<file path="src/rtl/ram_access_arbiter.sv">
// ram_access_arbiter: two-port arbiter/sequencer for the 256-word data RAM.
// Port 0 (instruction fetch) and port 1 (load/store) share one RAM; each access
// walks IDLE -> ACCESS -> DONE, so one access completes every three cycles.
// Optional feature macro: ARB_ROUND_ROBIN_EN (alternate ownership on ties);
// when undefined, port 0 has fixed priority on ties.
module ram_access_arbiter #(
    parameter int ADDR_W = 8,
    parameter int DATA_W = 8
) (
    input  logic              clk,
    input  logic              reset,
    input  logic              req0,
    input  logic              we0,
    input  logic [ADDR_W-1:0] addr0,
    input  logic [DATA_W-1:0] wdata0,
    output logic              gnt0,
    output logic              rvalid0,
    input  logic              req1,
    input  logic              we1,
    input  logic [ADDR_W-1:0] addr1,
    input  logic [DATA_W-1:0] wdata1,
    output logic              gnt1,
    output logic              rvalid1,
    output logic [DATA_W-1:0] rdata,
    output logic [ADDR_W-1:0] adress,
    output logic              enram,
    output logic              ram_we,
    output logic [DATA_W-1:0] ram_wdata,
    input  logic [DATA_W-1:0] ram_rdata,
    output logic              busy
);

    typedef enum logic [1:0] {
        IDLE   = 2'd0,
        ACCESS = 2'd1,
        DONE   = 2'd2
    } state_t;

    state_t            state, state_next;
    logic              owner, owner_next;
    logic              last_owner, last_owner_next;
    logic              pick;
    logic              gnt0_next, gnt1_next, rvalid0_next, rvalid1_next;
    logic              enram_next, ram_we_next, busy_next;
    logic [ADDR_W-1:0] adress_next;
    logic [DATA_W-1:0] ram_wdata_next, rdata_next;

    // Choose the winning port among the current requests (only meaningful when any req is high)
    always_comb begin
`ifdef ARB_ROUND_ROBIN_EN
        pick = (req0 && req1) ? ~last_owner : ~req0;
`else
        pick = ~req0;
`endif
    end

    // Next-state and registered-output decode; every output is a flop so the decoder sees clean edges
    always_comb begin
        state_next      = state;
        owner_next      = owner;
        last_owner_next = last_owner;
        gnt0_next       = 1'b0;
        gnt1_next       = 1'b0;
        rvalid0_next    = 1'b0;
        rvalid1_next    = 1'b0;
        enram_next      = 1'b0;
        ram_we_next     = 1'b0;
        busy_next       = 1'b0;
        adress_next     = '0;
        ram_wdata_next  = ram_wdata;
        rdata_next      = rdata;
        case (state)
            IDLE: begin
                if (req0 || req1) begin
                    state_next     = ACCESS;
                    owner_next     = pick;
                    gnt0_next      = ~pick;
                    gnt1_next      = pick;
                    enram_next     = 1'b1;
                    busy_next      = 1'b1;
                    adress_next    = pick ? addr1  : addr0;
                    ram_we_next    = pick ? we1    : we0;
                    ram_wdata_next = pick ? wdata1 : wdata0;
                end
            end
            ACCESS: begin
                // ram_we still holds the owner's latched direction during this cycle
                state_next   = DONE;
                busy_next    = 1'b1;
                rvalid0_next = ~owner;
                rvalid1_next = owner;
                if (!ram_we) begin
                    rdata_next = ram_rdata;
                end
            end
            DONE: begin
                state_next      = IDLE;
                last_owner_next = owner;
            end
            default: begin
                state_next = IDLE;
            end
        endcase
    end

    // State and output registers; reset clears everything at once so an aborted write never completes
    always_ff @(posedge clk or posedge reset) begin
        if (reset) begin
            state      <= IDLE;
            owner      <= 1'b0;
            last_owner <= 1'b1;
            gnt0       <= 1'b0;
            gnt1       <= 1'b0;
            rvalid0    <= 1'b0;
            rvalid1    <= 1'b0;
            enram      <= 1'b0;
            ram_we     <= 1'b0;
            busy       <= 1'b0;
            adress     <= '0;
            ram_wdata  <= '0;
            rdata      <= '0;
        end else begin
            state      <= state_next;
            owner      <= owner_next;
            last_owner <= last_owner_next;
            gnt0       <= gnt0_next;
            gnt1       <= gnt1_next;
            rvalid0    <= rvalid0_next;
            rvalid1    <= rvalid1_next;
            enram      <= enram_next;
            ram_we     <= ram_we_next;
            busy       <= busy_next;
            adress     <= adress_next;
            ram_wdata  <= ram_wdata_next;
            rdata      <= rdata_next;
        end
    end

endmodule

</file>
<file path="config.mk">
export PLATFORM = sky130hd
export DESIGN_NAME = ram_access_arbiter
export DESIGN_NICKNAME = d
export VERILOG_FILES = /design/src/rtl/ram_access_arbiter.sv
export SDC_FILE = /design/constraint.sdc
export NUM_CORES = 1
export LEC_CHECK = 0
export ABC_AREA = 1
export CORE_AREA = 2 2 64 66
export DETAILED_ROUTE_END_ITERATION = 7
export DIE_AREA = 0 0 66 68
export PLACE_DENSITY = 0.75
export SYNTH_ARGS = -nofsm -noshare
export SYNTH_HDL_FRONTEND = slang
export SYNTH_SLANG_ARGS = --single-unit
</file>
<file path="constraint.sdc">
create_clock -name clk -period 1.9 [get_ports clk]
set_input_delay 0.19 -clock clk [delete_from_list [all_inputs] [get_ports clk]]
set_output_delay 0.19 -clock clk [all_outputs]
set_load 0.02 [all_outputs]
</file>
# == Yosys cells after proc, flatten, opt, wreduce, memory -nomap -nowiden ==
# Index checks and enable logic that the tools add are counted.
# Widths: inputs -> output; s select.
# word_totals
register_bits,34
in_bits,46
# op_classes
bitwise,3
eq_ne,2
reduce_logical,4
muxes,18
# op_table
op,n
$mux 8,4
$mux 1,11
$pmux 2 s2,1
$reduce_and 2->1,2
$not 1->1,3
$eq 2x1->1 const B,1
$logic_not 2->1,1
$mux 2,1
$ne 2x2->1 const B,1
$pmux 1 s2,1
$logic_or 1x1->1,1

# == Longest topological paths before layout ==
# depth
depth_word,3
mapped_depth,5

# == Worst setup path before layout ==
# Ideal clock, no wire load.
# synth_timing
path_type,register to register
from,register state[1]
to,register owner
t_arrival_ps,855
setup_ps,117
path_slack_ps,928
path_stages_with_launch,6
period_less_slack_ps,972
path_buffers,1
path_cell_list,dfrtp_1 > nor2_4 > buf_6 > nand2_4 > nand2_1 > nand2_1
# synth_via
elab_chain_len,2
# synth_rtl
item,line_no,source
from (decl),39,"state_t state, state_next;"
from (signal assigned),123,state <= state_next;
$logic_not 2->1,72,case (state)
$reduce_and 2->1 (no source line),n/a,
to (signal assigned),124,owner <= owner_next;
to (decl),40,"logic owner, owner_next;"
# No other way between the ends.
# A chain may end at the register's enable or synchronous reset.

# == Worst setup path in the final report ==
# layout_timing
from,register ram_we
to,output ram_we
# layout_rtl
item,line_no,source
from (decl),27,"output logic ram_we,"
from (signal assigned),131,ram_we <= ram_we_next;
# No word-level cell between the ends.

==> results.yml <==
drt:
  via_per_inst: 4.34
  antenna_left: 0
  wl_per_cell_um: 10.8
  finalWirelength_um: 3210
  post-route-drc-count: 0
  drt_iter0_markers: 67
  vias: 1289
  drtPass1Iterations: 4
timing:
  finalHoldViolCount: 0
  rsz0062_at_grt: "no"
  finalCritPeriodShare: 0.833
  max_freq_mhz: 632
  skew_ns: 0.00342
  fin_crit_ns: 1.58
  setup_viol: 0
  fin_setup_tns_ns: 0
  timing.slew.headroom: 0.681
  maxSlewViolCount: 0
  tightestPinTransition_ns: 0.477
setup_path:
  crit_path_end: "ram_we"
  crit_chain: "clkdlybuf4s50_1"
  criticalPathCategory: "reg -> out"
  rrSetupSlack_ns: 0.52
  r2r-end: "ram_wdata[2]"
  timing.rr.start: "state[1]"
  worst_ep_required_time_ns: 1.71
  crit_start: "ram_we"
  reg2reg_depth: 4
  crit_path_top_delay_cell: "clkdlybuf4s50_1"
  path_buf_inv: 1
  worstPathMaxFanout: 3
  slowest_delay_ns: 0.65
  endpoint_kind: "primary output"
  crit_family: "buffers and inverters"
  cp.depth: 1
  startpoint_type: "flop"
  crit_arrival_ns: 1.39
placed_design:
  place_congestion: 0.691
  dp.cells: 290
  hpwlAfterDp_um: 2540
  port_buffers: 76
finish:
  multi_input_area_sq_um: 543
  stdcell_count: 297
  drive_gt1_frac: 0.0850
  fillers: 341
  fin_nets: 293
  num_antenna_cells: 0
  regArea_sq_um: 851
  syn_to_final_growth_pct: 59.6
pwr:
  p_int_mw: 1.99
  p_leak_nw: 1.18
  clkPwrFrac: 0.145
  p_seq_frac: 0.361
  switching_share: 0.388
  switching_power_mw: 1.26
  power_density_mw_per_mm2: 1380
  share_comb_of_total_power: 0.494
  vdd_drop_max_mv: 0.638
global_routing:
  grt_pass1_vias: 1192
  grt_max_degree: 22
  overflow: 0
  grt_pass1_wl_um: 5260
  antenna_found_initial: 0
  track_usage: 0.158
clock_tree:
  clock_sinks: 34
  postCtsHoldBufs: 0
  cts_made_buffers: 5
  clk_pin_slew_worst_paths_ns: 0.06
  cts.path.max_buffers: 2
  cts_resized: 0
  h-tree-depth: 2
  clockRootBuffer: "clkbuf_8"
  cts_tree: "built"
  cts_setup_buffers: 0
  clk_latency_ns: 0.27
floorplanning:
  die_y_um: 68
  num_rows: 23
  start_util: 0.382
  die_w_um: 66
  num_io_pins: 77
  fp.coreArea_sq_mm: 0.00386
  dieArea_sq_mm: 0.00449
logic_synthesis:
  syn_inst: 165
  syn-num-nets: 211
  ys_ff_latch: 34
  ys.warnings.count: 0
  netlist_area_sq_mm: 0.00147
  syn_area_per_cell_sq_um: 8.93
  synth.distinct_cells: 11
  ys_seq_area_frac: 0.578
worst_hold_path:
  hold_path.class: "in -> async"
flow_run:
  cap_violations: 0
run_status:
  status: "finished clean"
==> cells in the final DEF (no fill, tap or decap) <==
cell             netlist  layout
nand2_1               86      86
clkdlybuf4s50_1        0      76
dfrtp_1               34      34
nand3_1               18      18
inv_1                  6       6
clkbuf_8               0       5
nor2_1                 4       4
inv_2                  3       3
nand2_2                3       3
nor2_4                 3       3
buf_4                  0       3
nor2_8                 2       2
nand2_4                2       2
clkbuf_1               0       2
==> how the worst min path moves through the flow <==
stage / start / to / slack, ns / depth (start not counted)
detailed placement: owner / rvalid0 / 0.45 / 1
global route: reset / rvalid1 / 0.26 / 2
floorplan: ram_rdata[0] / rdata[0] / 0.30 / 2
CTS: reset / rvalid1 / 0.23 / 2
finish: reset / rvalid1 / 0.22 / 2
global placement: owner / rvalid0 / 0.45 / 1
==> through the flow <==
stage / hold WS [ns] / cell area, sq um / power [mW] / utilization / setup WS (ns)
6_report: 0.222 / 2350 / 3.25 / 0.609 / 0.317
3_3_place_gp: 0.448 / 2270 / 2.78 / 0.590 / 0.435
4_1_cts: 0.234 / 2350 / 3.30 / 0.609 / 0.300
5_1_grt: 0.265 / 2350 / 3.50 / 0.609 / 0.262
2_1_floorplan: 0.300 / 1470 / 2.11 / - / 0.928
3_5_place_dp: 0.452 / 2270 / 2.82 / 0.590 / 0.381
==> kinds of logic (layout without fill, tap and decap cells) <==
| logic type | after synthesis | count (layout) | synth area share |
|---|---|---|---|
| buffers and inverters | 13 | 95 | 0.0535 |
| and+or+nand+nor | 118 | 118 | 0.369 |
| DFF | 34 | 34 | 0.578 |
==> layout make-up <==
type / instances / area share
tap: 50 / 0.0266
sequential: 34 / 0.362
multi-input combinational: 118 / 0.231
inverter: 9 / 0.0144
timing repair buffer: 79 / 0.333
clock buffer: 7 / 0.0325
==> synthesized netlist by cell type (all sizes together) <==
master,instances,area [sq um]
nor2,9,88.8
nand2,91,364
dfrtp,34,851
nand3,18,90.1
inv,9,33.8
buf,4,45.0
==> registers in the layout (all words and copies together), names as in the netlist, 2 cells and up <==
signal,flops
adress,8
ram_wdata,8
rdata,8
state,2
==> power by group through the flow <==
stage / logic [mW] / registers (mW) / clock network [mW]
2_1_floorplan: 0.596 / 1.51 / 0
3_3_place_gp: 1.61 / 1.18 / 0
3_5_place_dp: 1.63 / 1.19 / 0
4_1_cts: 1.63 / 1.18 / 0.491
5_1_grt: 1.76 / 1.21 / 0.532
6_report: 1.60 / 1.17 / 0.471
==> metal layers <==
layer  GRT usage  vias to the layer above  wire length, um
met5           0                        -                0
met4      0.0612                        0               52
met3      0.0609                        5              223
met2       0.275                       44             1630
met1       0.176                      574             1310
li1            -                      666                -
(Power assumes the default switching activity.)
